## src/rtl/vnu_serial.sv

```systemverilog
// Serial LDPC variable-node unit: D messages in, D extrinsic messages out, ping-pong banked.
// Define VNU_SAT_EN to clamp out_q to +/-(2^(DATA_W-1)-1).
module vnu_serial #(
  parameter int DATA_W = 6,
  parameter int D      = 6,
  parameter int EXT_W  = 3
) (
  input  logic                      clk,
  input  logic                      rst,
  input  logic                      in_valid,
  output logic                      in_ready,
  input  logic [DATA_W-1:0]         in_l,
  input  logic [DATA_W-1:0]         in_r,
  output logic                      out_valid,
  input  logic                      out_ready,
  output logic [DATA_W+EXT_W-1:0]   out_q,
  output logic                      out_dec,
  output logic                      out_last
);

  localparam int SUM_W = DATA_W + EXT_W;
  localparam int IDX_W = (D > 1) ? $clog2(D) : 1;
  localparam logic [IDX_W-1:0] LAST_IDX = IDX_W'(D - 1);

  if (EXT_W < $clog2(D + 1)) begin : g_ext_w_check
    $error("vnu_serial: EXT_W too small to hold l + sum of D messages");
  end

  function automatic logic signed [SUM_W-1:0] sext(input logic [DATA_W-1:0] v);
    return {{EXT_W{v[DATA_W-1]}}, v};
  endfunction

  logic [DATA_W-1:0]        r_mem_q [2][D];
  logic signed [SUM_W-1:0]  s_q [2];
  logic signed [SUM_W-1:0]  s_d [2];
  logic [1:0]               full_q, full_d;
  logic                     wr_bank_q, wr_bank_d;
  logic                     rd_bank_q, rd_bank_d;
  logic [IDX_W-1:0]         wr_idx_q, wr_idx_d;
  logic [IDX_W-1:0]         rd_idx_q, rd_idx_d;
  logic                     wr_fire, rd_fire;
  logic signed [SUM_W-1:0]  q_full, q_res;

  // Handshakes depend only on registered full flags, never on the opposite side's inputs.
  assign in_ready  = !full_q[wr_bank_q];
  assign out_valid = full_q[rd_bank_q];
  assign wr_fire   = in_valid & in_ready;
  assign rd_fire   = out_valid & out_ready;

  always_comb begin
    // NOTE: every comb output gets a default first so no path can infer a latch.
    s_d       = s_q;
    full_d    = full_q;
    wr_bank_d = wr_bank_q;
    rd_bank_d = rd_bank_q;
    wr_idx_d  = wr_idx_q;
    rd_idx_d  = rd_idx_q;

    if (wr_fire) begin
      if (wr_idx_q == '0) s_d[wr_bank_q] = sext(in_l) + sext(in_r);
      else                s_d[wr_bank_q] = s_q[wr_bank_q] + sext(in_r);
      if (wr_idx_q == LAST_IDX) begin
        full_d[wr_bank_q] = 1'b1;
        wr_bank_d         = !wr_bank_q;
        wr_idx_d          = '0;
      end else begin
        wr_idx_d = wr_idx_q + 1'b1;
      end
    end

    // Fill and drain never target the same bank, so both updates can apply together.
    if (rd_fire) begin
      if (rd_idx_q == LAST_IDX) begin
        full_d[rd_bank_q] = 1'b0;
        rd_bank_d         = !rd_bank_q;
        rd_idx_d          = '0;
      end else begin
        rd_idx_d = rd_idx_q + 1'b1;
      end
    end
  end

  always_comb begin
    q_full = s_q[rd_bank_q] - sext(r_mem_q[rd_bank_q][rd_idx_q]);
    q_res  = q_full;
`ifdef VNU_SAT_EN
    if (q_full > $signed(SUM_W'((2 ** (DATA_W - 1)) - 1)))
      q_res = $signed(SUM_W'((2 ** (DATA_W - 1)) - 1));
    else if (q_full < -$signed(SUM_W'((2 ** (DATA_W - 1)) - 1)))
      q_res = -$signed(SUM_W'((2 ** (DATA_W - 1)) - 1));
`endif
  end

  // Gate by out_valid so stale, unreset message storage never shows on the outputs.
  assign out_q    = out_valid ? q_res : '0;
  assign out_dec  = out_valid & s_q[rd_bank_q][SUM_W-1];
  assign out_last = out_valid & (rd_idx_q == LAST_IDX);

  always_ff @(posedge clk or posedge rst) begin
    if (rst) begin
      s_q[0]    <= '0;
      s_q[1]    <= '0;
      full_q    <= '0;
      wr_bank_q <= 1'b0;
      rd_bank_q <= 1'b0;
      wr_idx_q  <= '0;
      rd_idx_q  <= '0;
    end else begin
      s_q       <= s_d;
      full_q    <= full_d;
      wr_bank_q <= wr_bank_d;
      rd_bank_q <= rd_bank_d;
      wr_idx_q  <= wr_idx_d;
      rd_idx_q  <= rd_idx_d;
    end
  end

  // NOTE: message storage is deliberately unreset; full flags alone decide what is valid.
  always_ff @(posedge clk) begin
    if (wr_fire) r_mem_q[wr_bank_q][wr_idx_q] <= in_r;
  end

endmodule

```

## config.mk

```make
export PLATFORM = sky130hd
export DESIGN_NAME = vnu_serial
export DESIGN_NICKNAME = d
export VERILOG_FILES = /design/src/rtl/vnu_serial.sv
export SDC_FILE = /design/constraint.sdc
export NUM_CORES = 1
export LEC_CHECK = 0
export CORE_ASPECT_RATIO = 2
export CORE_MARGIN = 4
export CORE_UTILIZATION = 64
export CTS_CLUSTER_DIAMETER = 60
export DETAILED_ROUTE_END_ITERATION = 12
export DONT_BUFFER_PORTS = 1
export PLACE_DENSITY = 0.8
export SETUP_SLACK_MARGIN = 0.05
export SYNTH_ARGS = -nofsm -noshare
export SYNTH_HDL_FRONTEND = slang
export SYNTH_SLANG_ARGS = --single-unit
export TNS_END_PERCENT = 30
```

## constraint.sdc

```tcl
create_clock -name clk -period 4.3 [get_ports clk]
set_input_delay 0.86 -clock clk [delete_from_list [all_inputs] [get_ports clk]]
set_output_delay 0.86 -clock clk [all_outputs]
set_load 0.005 [all_outputs]
```

==> metrics <==
outcome finished clean; via count 3340; CP max stage delay 0.49 ns; Synth Register Bits 100; Worst Path Max Fanout 5; Synth area leader edfxtp_1; DRC Markers 0; ANT cells 0; Yosys top cell area share 41.72%; DPL Wire Length 8859 um; combinational share of power 53.6%; IO Port Bufs 0; met3 GRT Util 3.566%; chip height 135.3 um; Avg Vias per Cell 6.398; die width 71.63 um; internal power 2.756 mW; GRT Overall Usage 26.55%; Clock Tree Root clkbuf_16; Peak VDD IR 0.0004923 V; vias in the first global route 3528; Post-Synthesis Cells 409; Worst Path Arrival 3.25 ns; DIE AREA 0.009689 mm^2; Slew Limit Fails 0; share of post-route cells with drive strength above 1 17.37%; CTS tree yes; Seq pwr share 31.0%; Setup Skew 0.004964 ns; Critical Path End Type primary output; largest net degree at the start of global routing 29; grt ovf 0; final period utilization 95.69%; crit path launch type register; initial DRC count 231; Final Util 71.22%; RSZ-0062 raised after global routing yes; final hold violations 0; post-layout net count 462; met1 usage 30.27%; Sw Share 41.07%; M2 GR Usage 49.49%; Clock power frac 15.4%; FP Rows 46; crit path time final 4.115 ns; filler instances 542; register area share after synthesis 55.24%; main area contributors after synthesis edfxtp_1 (42%), dfrtp_1 (14%), mux4_2 (7.4%); H-tree depth reported by CTS 3; worst-path cell chain buf_4, mux4_2, mux2i_1, o21ai_0, ha_1, fa_1, nor2b_2, o21ai_2, a21oi_2, o41ai_2, xnor3_1, nor2_2; fmax 243.0 MHz; GRT Max-Usage Layer met2; clock sink count 100; router iterations before antenna repair 5; Clock transition at path regs 0.06 ns; synthesized cell area 0.005182 mm^2; Final Wtd Congestion 0.8733; Antenna Nets Post-Route 0; Ys Warns 0; FFs w/ async S/R, synth 28.00%; DR WL/cell 23.02 um; Unique masters post-synth 49; Top Ports 29; number of synthesized flops with an enable pin 72; Critical Path RT 3.44 ns; cts bufs inserted 9; crit path kind register to primary output; Worst Tran Pin Value 1.312 ns; Final TNS setup 0 ns; maximum clock insertion buffer count 2; core area 0.007943 mm^2; Clock Latency Late Sink 0.34 ns; Sw Pwr 1.921 mW; Min-Delay Path Class register to register; first-pass GRT wire length 18940 um; starting density of the core 65.25%; Total Power 4.677 mW; Post-Route WL 12020 um; Syn Nets 450; Setup Viol. Count Final 0; max cap viols 0; initial antenna violation count 0; power density cells 826.9 mW/mm^2; Slew headroom 11.88%; Syn Area/Cell 12.67 um^2; Top FF cell, synth edfxtp_1; leakage 2.121 nW; slowest CP cell mux4_2; area grow syn2layout 9.150%
## final cells by class
cell class	instances	area, um^2	area share, %
Clock buffer	12	236.5	4.180
Clock inverter	4	27.53	0.4866
Inverter	18	67.56	1.194
Multi-Input combinational cell	275	2206	39.00
Sequential cell	100	2864	50.63
Tap cell	96	120.1	2.123
Timing Repair Buffer	17	135.1	2.389
## layer usage
| metal | up-vias | share of wire [%] |
|---|---|---|
| li1 | 1535 | - |
| met1 | 1670 | 36 |
| met2 | 111 | 57 |
| met3 | 24 | 4.0 |
| met4 | 0 | 2.9 |
| met5 | - | 0 |
## power groups by stage
stage / clock network [mW] / logic (mW) / registers [mW]
2_1_floorplan: 0 / 1.85 / 1.33
3_3_place_gp: 0 / 2.21 / 1.46
3_5_place_dp: 0 / 2.30 / 1.47
4_1_cts: 0.726 / 2.36 / 1.44
5_1_grt: 0.762 / 2.75 / 1.47
6_report: 0.721 / 2.51 / 1.45
## timing repair
item	4_1_cts	5_1_grt
endpoints found under the setup margin	4	3
pin swaps	0	1
gates resized for setup	4	7
hold buffers	0	0
endpoints found under the hold margin	0	0
setup buffers	2	3
## sequential cells by signal (all words and copies together) (netlist names)
name,flops
r_mem_q,72
s_q,18
full_q,2
rd_bank_q,1
wr_bank_q,1
wr_idx_q,3
rd_idx_q,3
## worst max-delay path: cells and delay by family, from the launching register on
family	cells	cell delay, ns
xor+xnor	1	0.21
compound gates	4	0.48
simple gates	2	0.32
buf+inv	1	0.17
mux	2	0.66
flops	1	0.43
fa+ha+maj	2	0.64
## layout by cell type, fill, tap and decap left out, drive strengths merged, types with 5 or more instances in the layout
cell    synthesis  final
nor2b           7      7
nor3           13     13
a21oi          22     22
dfrtp          28     28
ha             22     22
mux2           15     15
o21ai          27     27
xnor2           9      9
clkbuf         10     12
a21o            5      5
mux2i          14     14
edfxtp         72     72
nand2          27     27
nor2           43     43
xor2            7      7
inv            18     18
buf             6     17
mux4           17     17
## cell usage after synthesis, types with 3 or more instances
| cell type | instances |
|---|---|
| a21o_1 | 5 |
| nor2_1 | 43 |
| clkbuf_1 | 10 |
| fa_1 | 3 |
| a21oi_1 | 22 |
| nand2b_1 | 4 |
| buf_2 | 3 |
| nand2_1 | 27 |
| xor2_1 | 7 |
| nand3b_1 | 3 |
| nor2b_1 | 7 |
| and3_1 | 3 |
| mux2_2 | 15 |
| mux4_2 | 17 |
| nor3_1 | 12 |
| o21ai_0 | 27 |
| mux2i_1 | 14 |
| inv_1 | 18 |
| dfrtp_1 | 28 |
| ha_1 | 22 |
| edfxtp_1 | 72 |
| xnor2_1 | 9 |
| a21boi_0 | 3 |
## logic make-up after synthesis
group,synth area share [%]
AOI/OAI and AO/OA,8.812
DFF,55.24
and+or+nand+nor,10.31
xor gates and xnor gates,3.139
buffers and inverters,2.680
muxes,13.35
adders and majority gates,6.470
## final timing paths
check	to	start	depth (start not counted)	slack, ns
max in group asynchronous	rd_bank_q	rst	1	2.79
min	s_q[1]	s_q[1]	2	0.51
max reg2reg	s_q[7]	wr_bank_q	10	0.92
min reg2reg	s_q[1]	s_q[1]	2	0.51
min in group asynchronous	s_q[7]	rst	1	0.72
max	out_q[8]	rd_bank_q	12	0.19
## stage by stage
step / std cells / hold slack [ns] / cell area, um^2 / setup slack [ns]
2_1_floorplan: 409 / 0.4604 / 5182 / 0.4982
3_3_place_gp: 501 / 0.4746 / 5321 / 0.2487
3_5_place_dp: 501 / 0.4951 / 5321 / 0.06925
4_1_cts: 519 / 0.5117 / 5609 / 0.05063
5_1_grt: 522 / 0.5412 / 5657 / -0.009127
6_report: 522 / 0.5113 / 5657 / 0.1852
No activity file was read; power rests on OpenSTA's default activity.
